## config.mk

```make
export PLATFORM = sky130hd
export DESIGN_NAME = counter_alarm
export DESIGN_NICKNAME = d
export VERILOG_FILES = /design/src/rtl/counter_alarm.sv
export SDC_FILE = /design/constraint.sdc
export NUM_CORES = 1
export LEC_CHECK = 0
export CORE_MARGIN = 10
export CORE_UTILIZATION = 31
export CTS_CLUSTER_SIZE = 14
export DETAILED_ROUTE_END_ITERATION = 12
export DONT_BUFFER_PORTS = 1
export PLACE_DENSITY = 0.49
export SLEW_MARGIN = 15
export SYNTH_ARGS = -nofsm -noshare
export SYNTH_HDL_FRONTEND = slang
export SYNTH_SLANG_ARGS = --single-unit
```

## constraint.sdc

```tcl
create_clock -name clk -period 8.9 [get_ports clk]
set_clock_uncertainty 0.15 [all_clocks]
set_input_delay 2.225 -clock clk [delete_from_list [all_inputs] [get_ports clk]]
set_output_delay 2.225 -clock clk [all_outputs]
set_load 0.05 [all_outputs]
```

## src/rtl/counter_alarm.sv

```systemverilog
// counter_alarm: compare/alarm unit fed by a free-running counter.
// One-shot or periodic alarm, level irq with ack, saturating miss counter. Rev 1.0
`default_nettype none

module counter_alarm #(
  parameter int WIDTH  = 64,
  parameter int MISS_W = 8
) (
  input  logic              clk,
  input  logic              rst,
  input  logic [WIDTH-1:0]  count,
  input  logic              cfg_wen,
  input  logic [WIDTH-1:0]  cfg_cmp,
  input  logic [WIDTH-1:0]  cfg_period,
  input  logic              cfg_periodic,
  input  logic              arm,
  input  logic              disarm,
  input  logic              irq_ack,
  output logic              irq,
  output logic              alarm_pulse,
  output logic [1:0]        state,
  output logic [WIDTH-1:0]  next_cmp,
  output logic [MISS_W-1:0] miss_cnt
);

  typedef enum logic [1:0] {
    IDLE  = 2'b00,
    ARMED = 2'b01,
    FIRED = 2'b10
  } state_t;

  localparam logic [MISS_W-1:0] MISS_ONE = {{(MISS_W-1){1'b0}}, 1'b1};

  state_t             cur_state, state_d;
  logic [WIDTH-1:0]   shadow_cmp, shadow_period;
  logic               shadow_periodic;
  logic [WIDTH-1:0]   cmp_d;
  logic [WIDTH-1:0]   diff;
  logic               hit, take_hit, reload;
  logic               irq_d;
  logic [MISS_W-1:0]  miss_d;

  // Wrap-safe "reached or passed by less than half the range" test.
  assign diff     = count - next_cmp;
  assign hit      = (cur_state == ARMED) && !diff[WIDTH-1];
  assign take_hit = hit && !disarm && !arm;
  assign reload   = shadow_periodic && (shadow_period != '0);
  assign state    = cur_state;

  always_comb begin
    state_d = cur_state;
    cmp_d   = next_cmp;
    irq_d   = irq;
    miss_d  = miss_cnt;

    if (disarm) begin
      state_d = IDLE;
    end else if (arm) begin
      state_d = ARMED;
      cmp_d   = shadow_cmp;
    end else if (hit) begin
      if (reload) cmp_d = next_cmp + shadow_period;
      else        state_d = FIRED;
    end

    if (take_hit)     irq_d = 1'b1;
    else if (irq_ack) irq_d = 1'b0;

    // A fresh arm with nothing pending starts the miss history over.
    if (arm && !disarm && !irq)
      miss_d = '0;
    else if (take_hit && irq && !irq_ack && (miss_cnt != '1))
      miss_d = miss_cnt + MISS_ONE;
  end

  always_ff @(posedge clk) begin
    if (!rst) begin
      cur_state       <= IDLE;
      next_cmp        <= '0;
      irq             <= 1'b0;
      alarm_pulse     <= 1'b0;
      miss_cnt        <= '0;
      shadow_cmp      <= '0;
      shadow_period   <= '0;
      shadow_periodic <= 1'b0;
    end else begin
      cur_state   <= state_d;
      next_cmp    <= cmp_d;
      irq         <= irq_d;
      alarm_pulse <= take_hit;
      miss_cnt    <= miss_d;
      if (cfg_wen) begin
        shadow_cmp      <= cfg_cmp;
        shadow_period   <= cfg_period;
        shadow_periodic <= cfg_periodic;
      end
    end
  end

endmodule

`default_nettype wire
```

==> results of run 1 <==
-- cell type report --
| cell class | count | area, sq um | area share |
|---|---|---|---|
| tap | 585 | 732 | 0.0490 |
| clock buffer | 37 | 783 | 0.0524 |
| sequential | 205 | 4100 | 0.275 |
| antenna | 3 | 7.51 | 0.000503 |
| inverter | 85 | 322 | 0.0215 |
| timing repair buffer | 6 | 45.0 | 0.00302 |
| multi-input combinational | 1285 | 8870 | 0.594 |
| clock inverter | 5 | 77.6 | 0.00519 |
-- logic make-up after synthesis --
| logic type | Yosys count |
|---|---|
| AND/OR/NAND/NOR | 533 |
| AO/OA/AOI/OAI | 427 |
| flip-flops | 205 |
| buffers and inverters | 181 |
| multiplexers | 144 |
| adder cells (fa/ha/maj) | 127 |
| XOR/XNOR | 54 |
-- metrics by stage --
step / utilization / power, mW / instances
global placement: 0.325 / 1.52 / 2166
global route: 0.345 / 2.71 / 2211
detailed placement: 0.325 / 1.53 / 2166
floorplan: - / 1.44 / 1671
CTS: 0.344 / 2.62 / 2208
finish: 0.345 / 2.58 / 2211
-- worst paths after layout --
| path | start | end | slack, ns |
|---|---|---|---|
| setup / recovery | count[45] | next_cmp[51] | 3.21 |
| hold / removal | shadow_cmp[23] | shadow_cmp[23] | 0.34 |
| setup reg to reg | next_cmp[45] | next_cmp[51] | 4.05 |
| hold reg to reg | shadow_cmp[23] | shadow_cmp[23] | 0.34 |
-- metal layers --
| layer | vias to the layer above | GRT usage | share of wire |
|---|---|---|---|
| li1 | 5935 | - | - |
| met1 | 5647 | 0.212 | 0.42 |
| met2 | 306 | 0.290 | 0.47 |
| met3 | 68 | 0.0515 | 0.074 |
| met4 | 2 | 0.0576 | 0.031 |
| met5 | - | 0 | 0.00027 |
-- cell usage in the layout, fill, tap and decap left out, types with 67 or more instances in the layout --
master	Yosys	layout
nor2_1	237	237
dfxtp_1	205	205
nand2_1	123	123
o21ai_0	67	67
ha_1	126	126
inv_1	85	84
mux2i_1	143	143
a21oi_1	127	127
-- state kept, by name, summed over array words and instances, names as in the netlist --
register and count:
alarm_pulse 1, shadow_cmp 64, irq 1, shadow_period 64
next_cmp 64, shadow_periodic 1, state 2, miss_cnt 8
-- critical path, cell delays in order --
cell and delay [ns]:
ha_1 0.29, nand4_1 0.24, nor4_1 0.92, and4b_1 0.30
a222oi_1 0.09, mux2i_1 0.19, a21oi_1 0.25, o21a_4 0.61
buf_4 0.45, o311ai_0 0.20, o211a_1 0.17
-- power breakdown --
group / internal [mW] / leakage, nW / switching, mW
combinational: 0.169 / 4.30 / 0.242
sequential: 0.973 / 1.69 / 0.127
clock: 0.660 / 0.423 / 0.411
==> flow_metrics.tcl, run 1 <==
set metrics [dict create \
    synth_cells 1671 \
    drive_gt1_frac 0.0394 \
    dieArea_sq_um 53000 \
    cts_buffers 26 \
    yosys-top-cells-area "dfxtp_1 30%, ha_1 12%, mux2i_1 10%" \
    cp.required_ns 9.19 \
    synth_most_common_cell "nor2_1" \
    antenna_found_initial 5 \
    dpl_worst_slack_ns 2.61 \
    fin_tns_setup_ns 0 \
    post-route-period-util 0.640 \
    std_cell_rows 76 \
    placed_cell_area_sq_um 14100 \
    yosys.area_share.simple 0.179 \
    cts_max_level 1 \
    rr_worst_depth 12 \
    cts_tree "yes" \
    synth_area_sq_um 13700 \
    holdWs_ns 0.343 \
    clockRootBuffer "clkbuf_16" \
    worstHoldPathCells 2 \
    final_nets 1935 \
    io_buffer_count 0 \
    synth_compound_area_frac 0.211 \
    nFillCells 4650 \
    fmax_mhz 176 \
    muxShareOfSynthArea 0.105 \
    vias_per_cell 5.41 \
    dr.pass1.iters 5 \
    startpoint_type "input pin" \
    grt_usage 0.175 \
    fp.dieW_microns 230 \
    gp_congestion 0.878 \
    cts.sinks 205 \
    synth_ff_type "dfxtp_1" \
    drt_iter0_markers 727 \
    drtAntennaViolNets 0 \
    synthAdderAreaFrac 0.117 \
    layout_min_cycle_time_ns 5.69 \
    endpoint_kind "register" \
    rsz0062_at_grt "no" \
    synth_top_area_frac 0.300 \
    wl_microns 48400 \
    synth_edf_count 0 \
    async_flop_share 0 \
    crit_type "input pin to register" \
    grt_max_degree 130 \
    postCtsSetupBuffers 0 \
    ys_seq_area_frac 0.300 \
    overflow 0 \
    worstMarginPinSlew_ns 1.05 \
    slew_viol_final 0 \
    die_h_microns 230 \
    drt-wirelength-per-cell_microns 21.9 \
    min_path_type "register to register" \
    cp_max_fo 56 \
    ir_drop_mv 0.101 \
    leakage_nw 6.42 \
    final-hold-violation-count 0 \
    yosysTopAreaCell "dfxtp_1" \
    netlist_top_cells_count "237 x nor2_1, 205 x dfxtp_1, 143 x mux2i_1" \
    drv_cap 0 \
    status "finished, final reports clean" \
    synth_top_family_by_area "compound AO/OA/AOI/OAI gates" \
    clk_pin_slew_ns 0.06 \
    vias 11958 \
    drc 0 \
    cp.arrival_ns 5.98 \
    initial_core_util 0.316 \
    grt_pass1_vias 11755 \
    setup_viol 0 \
    slew-limit-headroom 0.299 \
    avgSynthCellArea_sq_um 8.20 \
    coreArea_sq_um 43400 \
    stdcell_area_sq_um 14900 \
    synthXorXnorAreaFrac 0.0345 \
    timing.final.ws_setup_ns 3.21 \
    cts_buffer_depth 3 \
    yosys_warnings 0 \
    ys_ff_latch 205 \
    clk_latency_ns 0.55 \
    p_per_area_nw_per_um2 173 \
    post_cts_resized 0 \
    syn-num-nets 1997 \
    synth_cell_types 81 \
    grt_first_pass_wirelength_microns 72400 \
    cts_hold_buf 0 \
    io_pins 275 \
    hpwl_microns 37700 \
    syn2layout_area_growth_pct 9.05 \
]
Note: power is estimated with default switching activity, not from simulation.
==> inputs of run 2 (changes only) <==
- clock period: 8.9 -> 5.4 ns (I/O delays scaled with it)
==> run 2 against run 1 <==
Cell count increased by 0.86%. Die area unchanged. Non-clock buffer count increased by 21. Power increased by 61%. Routed wire length increased by 0.39%. Via count increased by 1.3%. Highest routed layer is now met4.
==> flow_metrics.tcl, run 2 (same netlist as run 1, synthesis figures left out) <==
set metrics [dict create \
    dieArea_sq_um 53000 \
    clk_pin_slew_ns 0.06 \
    hpwl_microns 37900 \
    final-hold-violation-count 0 \
    ff_latch_area_sq_um 4100 \
    drtAntennaViolNets 0 \
    cts_buffers 25 \
    endpoint_kind "register" \
    slowest_stage "nor4_2" \
    antenna_found_initial 0 \
    worstMarginPinSlew_ns 0.916 \
    p_per_area_nw_per_um2 276 \
    largest_registers "next_cmp x64, shadow_cmp x64, shadow_period x64" \
    cp.arrival_ns 4.82 \
    clockRootBuffer "clkbuf_16" \
    utilization 0.347 \
    wl_microns 48600 \
    syn2layout_area_growth_pct 9.96 \
    final_common_cell "nor2_1" \
    post_cts_resized 0 \
    drc 0 \
    fin_tns_setup_ns 0 \
    clk_latency_ns 0.54 \
    vias 12113 \
    initial_core_util 0.316 \
    io_buffer_count 0 \
    final_nets 1955 \
    setup_viol 0 \
    dr.pass1.iters 5 \
    gp_congestion 0.907 \
    drt-wirelength-per-cell_microns 21.8 \
    fmax_mhz 222 \
    cts_tree "yes" \
    grt_pass1_vias 11889 \
    cts_hold_buf 0 \
    drv_cap 0 \
    most-common-layout-cells "237 x nor2_1, 205 x dfxtp_1, 143 x mux2i_1" \
    cp.required_ns 5.70 \
    cts_buffer_depth 3 \
    leakage_nw 6.50 \
    startpoint_type "register" \
    post-route-period-util 0.836 \
    std_cell_rows 76 \
    cts.sinks 205 \
    grt_max_degree 130 \
    n_antenna_cell 0 \
    nFillCells 4660 \
    slew-limit-headroom 0.388 \
    cts_max_level 1 \
    ir_drop_mv 0.166 \
    status "finished, final reports clean" \
    min_path_type "register to register" \
    drt_iter0_markers 673 \
    drive_gt1_frac 0.0498 \
    worstPathCellList "inv_1 -> ha_1 -> nand3_1 -> nor4_2 -> a221oi_1 -> o21ai_0 -> mux2_2 -> a21oi_1 -> a21oi_1 -> o21a_4 -> buf_12 -> o31a_1 -> o21ai_0" \
    fp.dieW_microns 230 \
    vias_per_cell 5.43 \
    slowest_delay_ns 0.72 \
    die_h_microns 230 \
    grt_usage 0.175 \
    overflow 0 \
    multiInputGateArea_sq_um 8870 \
    coreArea_sq_um 43400 \
    io_pins 275 \
    postCtsSetupBuffers 0 \
    cp_max_fo 36 \
    layout_min_cycle_time_ns 4.51 \
    slew_viol_final 0 \
    grt_first_pass_wirelength_microns 73800 \
    rsz0062_at_grt "no" \
    crit_type "register to register" \
]
-- run 2: changes by cell type in the layout (fill, tap and decap cells not counted), sizes merged --
cell / delta
buf: +21
clkinv: +2
bufinv: -1
clkbuf: +1
diode: -3
clkinvlp: -1
-- run 2: power breakdown --
part | switching (mW) | internal [mW] | leakage [nW]
Combinational | 0.436 | 0.293 | 4.43
Sequential | 0.172 | 1.60 | 1.69
Clock | 0.683 | 0.964 | 0.383
-- run 2: through the flow --
step                      instances  worst slack (ns)  total power [mW]  hold WS, ns  cell area, sq um
after CTS                      2230             0.496              4.21        0.348             15100
after global placement         2187             0.228              2.53        0.326             14300
after global routing           2230             0.637              4.36        0.380             15100
final                          2230             0.886              4.15        0.341             15100
after detailed placement       2187             0.220              2.54        0.334             14300
after floorplan                1671              1.51              2.37        0.310             13700
-- run 2: layout make-up --
type | count | share of cell area
clock buffers | 38 | 0.0481
clock inverters | 5 | 0.00357
inverters | 85 | 0.0213
multi-input cells | 1285 | 0.589
flip-flops and latches | 205 | 0.272
well taps | 585 | 0.0486
repair buffers | 27 | 0.0168
-- run 2: critical path: cells and delay by family, from the launching register on --
kind,cells,cell delay [ns]
AOI/OAI and AO/OA,7,1.52
and+or+nand+nor,2,0.83
DFF,1,0.71
muxes,1,0.42
buffers and inverters,2,0.43
adders and majority gates,1,0.35
-- run 2: final timing paths --
path	from	to	slack, ns	cells after the start
max	next_cmp[62]	next_cmp[49]	0.89	13
min	shadow_cmp[44]	shadow_cmp[44]	0.34	2
max reg2reg	next_cmp[62]	next_cmp[49]	0.89	13
min reg2reg	shadow_cmp[44]	shadow_cmp[44]	0.34	2
-- run 2: layer usage --
layer  share of wire  wire length (microns)  GRT usage  vias up
met4           0.013                    619     0.0319        0
met5               0                      0          0        -
met1            0.44                  21300      0.220     5809
met3           0.058                   2800     0.0355       40
li1                -                      -          -     5989
met2            0.49                  23900      0.305      275
==> inputs of run 3 (changes only) <==
- clock period: 5.4 -> 4.35 ns (I/O delays scaled with it)
==> run 3 against run 2 <==
Hold slack better by 0.0025 ns. Die area stayed put. Clock power rose by 36%. Worst setup slack got worse by 0.54 ns. Sequential share of layout area shrank 1.1 points. Register-to-register slack got worse by 0.54 ns. Combinational power increased by 48%. Core utilization grew 1.4 points. Maximum frequency grew 13%. Critical path type unchanged.
==> flow_metrics.tcl, run 3 (same netlist as run 1, synthesis figures left out) <==
set metrics [dict create \
    power.total_mw 5.42 \
    layout_min_cycle_time_ns 4.01 \
    final_nets 2021 \
    post_cts_resized 0 \
    multiInputGateArea_sq_um 8870 \
    cp_max_fo 4 \
    grt_busiest_layer "met2" \
    wl_microns 49600 \
    rsz0062_at_grt "no" \
    gp_congestion 0.863 \
    use_met1 0.223 \
    initial_core_util 0.316 \
    placed_cell_area_sq_um 14800 \
    grtUsageMet3 0.0374 \
    slowest_delay_ns 0.51 \
    final-hold-violation-count 0 \
    worstMarginPinSlew_ns 0.817 \
    io_buffer_count 0 \
    fin_tns_setup_ns 0 \
    drv_cap 0 \
    syn2layout_area_growth_pct 14.4 \
    clk_latency_ns 0.56 \
    cts_max_level 1 \
    met2_usage 0.306 \
    drive_gt1_frac 0.0898 \
    r2r_slack_ns 0.34 \
    min_path_type "register to register" \
    setup_viol 0 \
    endpoint_kind "register" \
    postCtsSetupBuffers 0 \
    leakage_nw 6.89 \
    nFillCells 4604 \
    cp_top_family "compound AO/OA/AOI/OAI gates" \
    drt-wirelength-per-cell_microns 21.5 \
    dieArea_sq_um 53000 \
    fp.dieW_microns 230 \
    io_pins 275 \
    slew-limit-headroom 0.455 \
    clk_pin_slew_ns 0.06 \
    vias_per_cell 5.37 \
    cts_buffer_depth 3 \
    std_cell_rows 76 \
    ff_latch_area_sq_um 4100 \
    crit_type "register to register" \
    stdcell_area_sq_um 15700 \
    hpwl_microns 38600 \
    cts_tree "yes" \
    most-common-layout-cells "237 x nor2_1, 205 x dfxtp_1, 143 x mux2i_1" \
    status "finished, final reports clean" \
    final_common_cell "nor2_1" \
    startpoint_type "register" \
    fmax_mhz 250 \
    drc 0 \
    cp.required_ns 4.65 \
    largest_registers "next_cmp x64, shadow_cmp x64, shadow_period x64" \
    grt_usage 0.179 \
    grt_pass1_vias 12261 \
    clockRootBuffer "clkbuf_16" \
    coreArea_sq_um 43400 \
    ir_drop_mv 0.239 \
    post-route-period-util 0.921 \
    worstPathCellList "buf_4 -> inv_1 -> fa_1 -> nor2b_1 -> o211ai_1 -> a21oi_1 -> a2bb2oi_1 -> o211a_4 -> a2111oi_4 -> nor2b_2 -> a31oi_1 -> o21ai_1 -> a311oi_2" \
    grt_first_pass_wirelength_microns 74900 \
    vias 12372 \
    cts.sinks 205 \
    slowest_stage "a2111oi_4" \
    cts_buffers 27 \
    dr.pass1.iters 5 \
    grt_max_degree 130 \
    slew_viol_final 0 \
    drt_iter0_markers 782 \
    critical_path_buf_inv_count 2 \
    die_h_microns 230 \
    antenna_found_initial 4 \
    p_per_area_nw_per_um2 346 \
    drtAntennaViolNets 0 \
    cts_hold_buf 0 \
    overflow 0 \
    cp.arrival_ns 4.31 \
]
run 3: cell types whose count changed in the layout (fill, tap and decap cells not counted), sizes merged:
cell      delta
clkinv       +2
inv          +1
clkbuf       -1
diode        +5
clkinvlp     +2
buf         +64
bufinv       +1
run 3: layout make-up:
type,count,share of cell area
flip-flops and latches,205,0.262
multi-input cells,1285,0.566
inverters,85,0.0205
clock inverters,11,0.00727
well taps,585,0.0467
repair buffers,91,0.0476
diodes,5,0.000798
clock buffers,37,0.0493
run 3: through the flow:
step / cells / hold slack, ns / worst slack [ns] / util
floorplan: 1671 / 0.310 / 0.725 / -
global placement: 2251 / 0.325 / -0.0524 / 0.341
detailed placement: 2251 / 0.333 / -0.104 / 0.341
CTS: 2299 / 0.346 / 0.305 / 0.361
global route: 2303 / 0.378 / 0.132 / 0.361
finish: 2304 / 0.343 / 0.344 / 0.361
run 3: final timing paths:
kind | start | endpoint | depth (start not counted)
max | next_cmp[1] | next_cmp[56] | 13
min | shadow_cmp[48] | shadow_cmp[48] | 2
max reg2reg | next_cmp[1] | next_cmp[56] | 13
min reg2reg | shadow_cmp[48] | shadow_cmp[48] | 2
run 3: report_power, final:
| group | switching [mW] | leakage [nW] | internal (mW) |
|---|---|---|---|
| clock | 0.900 | 0.437 | 1.35 |
| sequential | 0.0986 | 1.69 | 1.99 |
| combinational | 0.668 | 4.77 | 0.408 |
run 3: worst reg2reg max path, stage by stage, from the launching register on:
cell and delay [ns]:
dfxtp_1 0.37, buf_4 0.23, inv_1 0.11, fa_1 0.44, nor2b_1 0.24, o211ai_1 0.19
a21oi_1 0.31, a2bb2oi_1 0.25, o211a_4 0.35, a2111oi_4 0.51, nor2b_2 0.14, a31oi_1 0.21
o21ai_1 0.17, a311oi_2 0.25
run 3: per-layer routing:
layer  wire length (microns)  vias to the layer above
met1                   21700                     5889
li1                        -                     6106
met4                     991                        0
met2                   23900                      326
met5                       0                        -
met3                    2950                       51
==> variant 1 (settings of run 1) <==
The parameter `MISS_W` goes from 8 to 9.
--- a/src/rtl/counter_alarm.sv
+++ b/src/rtl/counter_alarm.sv
@@ -4,7 +4,7 @@
 
 module counter_alarm #(
   parameter int WIDTH  = 64,
-  parameter int MISS_W = 8
+  parameter int MISS_W = 9
 ) (
   input  logic              clk,
   input  logic              rst,
Ports: changed (resized miss_cnt); port bits go from 275 to 276. The function was not compared with the original's and may differ.
==> variant 1 against run 1 <==
Routed wire length increased by 3.7%; worst setup slack improved by 0.40 ns; total power about the same; sequential cell count is 1 higher; combinational power increased by 5.4%; non-clock buffer count unchanged; utilization is 0.46 points lower; first-iteration DRC count up 31%; register-to-register slack gained 0.26 ns; synthesized area is 0.38% higher; final area rose by 0.18%.
==> variant 1: results (changes against run 1) <==
ranking of synthesized cells by area dfxtp_1, ha_1, mux2i_1, nor2_1, a21oi_1; CP top delay family compound AO/OA/AOI/OAI gates; Clock Sinks 206 (+0.49%); GR Layer Usage met2 0.2896 (about the same); crit-path max cell delay 0.57 ns (-0.35 ns); final net count 1940 (+0.26%); layout cells sized above 1 0.06691 (+0.02748); clkbuf count 36 (-2.7%); Clock-cell share 0.05576 (-0.001857); FILL cells 4689 (+0.84%); Yosys warning total 0 (unchanged); Port Buffer Count 0 (unchanged); dpl cells 2177 (+0.51%); synth cell count leaders nor2_1, dfxtp_1, a21oi_1; post-synth net total 1999 (+0.10%); largest registers next_cmp (64), shadow_cmp (64), shadow_period (64); r2r startpoint next_cmp[43]; uppermost routed layer met5; Mean Syn Cell Area 8.225 µm² (+0.32%); static leakage 0.006066 µW (-5.5%); min-delay src shadow_cmp[50]; comb_multi_in 1287 (+0.16%); wl on met1 23100 µm (+12%); vias per cell 5.418 (+0.18%); Total Routing Usage GR 0.1806 (+0.005894); Via Count 12030 (+0.64%); worst r2r dst next_cmp[30]; area of the multi-input gates 0.008894 mm² (+0.28%); R2R cell count 12 (unchanged); critical path arrival 5.60 ns (-0.38 ns); Min-Delay Endpoint next_cmp[50]; DRT iter0 DRCs 953 (+31%); hpwl dp 39230 µm (+4.1%); first-pass GRT wire length 74850 µm (+3.3%); Global Route met3 Usage 0.04722 (-0.004249); WL met2 22330 µm (-2.1%); CP max FO 51 (-8.9%); CP max-delay cell a31oi_1; status finished, final reports clean; Signal inverters 86 (+1.2%); signal buffers share of area 0.003010 (-0.000005299); n_diodes 0 (-3); htree depth 1 (unchanged); metal3 WL 3694 µm (+3.7%); Worst VDD drop 0.1126 mV (+12%); R2R Setup Slk 4.31 ns (+0.26 ns); initial antenna violation count 2 (-3); total wire length 50200 µm (+3.7%); Least-Margin Pin Slew 0.8888 ns (-0.1628 ns); Yosys cell types 80 (-1.2%); M1 GR Usage 0.2396 (+0.02748)
==> variant 1: cell count changes in the layout (fill, tap and decap cells not counted), sizes merged, moves of 6 or more <==
| cell | change |
|---|---|
| nand4 | +6 |
| o211a | -28 |
| nand2 | -15 |
| a31oi | +10 |
| o211ai | -25 |
| xnor2 | +8 |
| a21oi | +22 |
| o21ai | +27 |
| a21o | -13 |
==> variant 1: kinds of logic after synthesis <==
family,share of synthesized area
muxes,0.1034
xor gates and xnor gates,0.04012
buffers and inverters,0.05395
AOI/OAI and AO/OA,0.2069
adders and majority gates,0.1170
DFF,0.2999
and+or+nand+nor,0.1788
==> variant 1: where the power goes <==
group | total, µW | leakage, µW | internal [µW] | switching (µW)
Combinational | 433 | 0.00396 | 175 | 258
Clock | 1040 | 0.000412 | 620 | 416
Sequential | 1110 | 0.00170 | 977 | 134
Total | 2580 | 0.00607 | 1770 | 809
==> variant 1: worst max path at each step <==
| stage | start | slack [ns] | cells after the start | end |
|---|---|---|---|---|
| finish | count[53] | 3.61 | 10 | next_cmp[30] |
| global route | count[22] | 3.40 | 11 | next_cmp[30] |
| CTS | count[53] | 3.60 | 11 | next_cmp[18] |
| detailed placement | count[53] | 3.03 | 10 | next_cmp[42] |
| global placement | count[53] | 3.09 | 11 | next_cmp[18] |
| floorplan | count[12] | 4.31 | 11 | next_cmp[11] |
==> variant 1: stage by stage <==
| stage | util | cell area, µm² | setup WS, ns |
|---|---|---|---|
| 2_1_floorplan | - | 13750 | 4.310 |
| 4_1_cts | 0.3399 | 14970 | 3.605 |
| 3_5_place_dp | 0.3210 | 14130 | 3.026 |
| 3_3_place_gp | 0.3210 | 14130 | 3.087 |
| 5_1_grt | 0.3399 | 14970 | 3.397 |
| 6_report | 0.3399 | 14970 | 3.606 |
==> variant 2 (settings of run 1) <==
Made on the original files. Register the input `cfg_period` before use, with the module's reset. The logic sees it one clock later. The other inputs are not delayed to match.
--- a/src/rtl/counter_alarm.sv
+++ b/src/rtl/counter_alarm.sv
@@ -30,6 +30,16 @@
   } state_t;
 
   localparam logic [MISS_W-1:0] MISS_ONE = {{(MISS_W-1){1'b0}}, 1'b1};
+
+  logic [WIDTH-1:0] cfg_period_q;
+
+  always_ff @(posedge clk) begin
+    if (!rst) begin
+      cfg_period_q <= '0;
+    end else begin
+      cfg_period_q <= cfg_period;
+    end
+  end
 
   state_t             cur_state, state_d;
   logic [WIDTH-1:0]   shadow_cmp, shadow_period;
@@ -91,7 +101,7 @@
       miss_cnt    <= miss_d;
       if (cfg_wen) begin
         shadow_cmp      <= cfg_cmp;
-        shadow_period   <= cfg_period;
+        shadow_period   <= cfg_period_q;
         shadow_periodic <= cfg_periodic;
       end
     end
Behaviour: not the same (Yosys sat finds a counterexample within 4 cycles, from zero or initial values and one cycle with rst low).
==> variant 2 against run 1 <==
Sequential cell count grew 64; first-iteration DRC count is 20% lower; sequential power increased by 27%; routed wire length up 0.47%; register-to-register slack got worse by 0.66 ns; synthesized area grew 8.3%; hold slack got worse by 0.030 ns; clock power is 34% higher; final area is 10% higher; total power up 23%; worst setup slack got worse by 0.59 ns.
==> variant 2: results (changes against run 1) <==
hpwl dp 37470 µm (-0.54%); routed length per placed instance 20.72 µm (-5.4%); htree depth 1 (unchanged); post-synth net total 2077 (+4.0%); CP top delay family simple AND/OR/NAND/NOR gates; Final Wtd Congestion 0.8664 (-1.3%); CP max FO 71 (+27%); critical path arrival 6.62 ns (+0.64 ns); Longest Clk Path Bufs 3 (unchanged); DRT Pass-1 Iters 5 (unchanged); Placed Area 0.01533 mm² (+9.0%); asr flop ratio synth 0 (unchanged); Via Count 12300 (+2.9%); final net count 2031 (+5.0%); largest net degree at the start of global routing 130 (unchanged); Num CTS Buffers 31 (+19%); status finished, final reports clean; DRT iter0 DRCs 578 (-20%); R2R cell count 13 (+1); Hold Path Cell Cnt 2 (unchanged); main flop type after synthesis dfxtp_1; Post-CTS Setup Bufs 0 (unchanged); FILL cells 4902 (+5.4%); Worst VDD drop 0.1320 mV (+31%); ranking of synthesized cells by area dfxtp_1, ha_1, mux2i_1, nor2_1, a21oi_1; initial antenna violation count 6 (+1); post-synthesis sequential area ratio 0.3629 (+0.06330); CTS resizes 0 (unchanged); static leakage 0.006913 µW (+7.7%); synth cell count leaders dfxtp_1, nor2_1, a21oi_1; Worst-path clk slew 0.06 ns (about the same); layout cells sized above 1 0.03991 (+0.0004743); clk root buf clkbuf_16; CP max-delay cell or4_1; Clk Latency, worst-skew pair 0.57 ns (+0.02 ns); Yosys warning total 0 (unchanged); crit-path max cell delay 0.73 ns (-0.19 ns); Rel. slew slack 0.3462 (+0.04728); Yosys cell types 60 (-26%); Total Routing Usage GR 0.1649 (-0.009796); first-pass GRT wire length 73720 µm (+1.8%); Port Buffer Count 0 (unchanged); Worst Hold Class flop to flop
[variant 2: kinds of logic (layout without fill, tap and decap cells)]
family	count (synthesis)	after routing	synth area share
AOI/OAI and AO/OA	426	426	0.1792
xor gates and xnor gates	60	60	0.03541
and+or+nand+nor	547	547	0.1722
adders and majority gates	127	127	0.1076
muxes	143	143	0.09645
buffers and inverters	179	157	0.04629
DFF	269	269	0.3629
other	0	4	0
[variant 2: per-layer routing]
| layer | track usage | part of all wire | up-vias |
|---|---|---|---|
| met1 | 0.2005 | 0.43 | 5799 |
| li1 | - | - | 6164 |
| met3 | 0.04034 | 0.062 | 58 |
| met5 | 0 | 0.00047 | - |
| met4 | 0.04641 | 0.023 | 4 |
| met2 | 0.2830 | 0.48 | 275 |
[variant 2: stage by stage]
| step | setup WS [ns] | hold slack [ns] | std cells | utilization |
|---|---|---|---|---|
| 2_1_floorplan | 3.636 | 0.2907 | 1751 | - |
| 3_5_place_dp | 1.884 | 0.3045 | 2287 | 0.3224 |
| 3_3_place_gp | 1.517 | 0.2979 | 2287 | 0.3223 |
| 4_1_cts | 2.485 | 0.3186 | 2344 | 0.3469 |
| 6_report | 2.615 | 0.3131 | 2348 | 0.3471 |
| 5_1_grt | 2.280 | 0.3354 | 2348 | 0.3471 |
[variant 2: final timing paths]
kind | from | end | slack [ns]
max | count[57] | next_cmp[63] | 2.62
max reg2reg | next_cmp[57] | next_cmp[63] | 3.39
min reg2reg | cfg_period_q[58] | shadow_period[58] | 0.31
min | cfg_period_q[58] | shadow_period[58] | 0.31
[variant 2: final cells by class]
type                       instances  area, µm²  share of cell area
multi-input combinational       1303       8776              0.5317
sequential                       269       5385              0.3263
clock buffer                      41      873.3             0.05291
tap                              615      769.5             0.04662
inverter                          94      355.3             0.02153
clock inverter                    16      290.3             0.01759
timing repair buffer               6      45.04            0.002729
antenna                            4      10.01           0.0006065
[variant 2: power by group]
| group | internal (µW) | switching [µW] |
|---|---|---|
| sequential | 1270 | 131 |
| clock | 918 | 513 |
| combinational | 153 | 199 |
[variant 2: worst reg2reg max path, stage by stage, from the launching register on]
cell and delay, ns:
dfxtp_1 0.75, inv_1 0.11, ha_1 0.34, nand4_1 0.22, or4_1 0.73, nor4_2 0.61, nand3_1 0.25, a211oi_1 0.45
o21ai_0 0.19, and2_1 0.21, o41ai_4 0.31, buf_4 0.65, o221ai_1 0.27, nor3_1 0.20
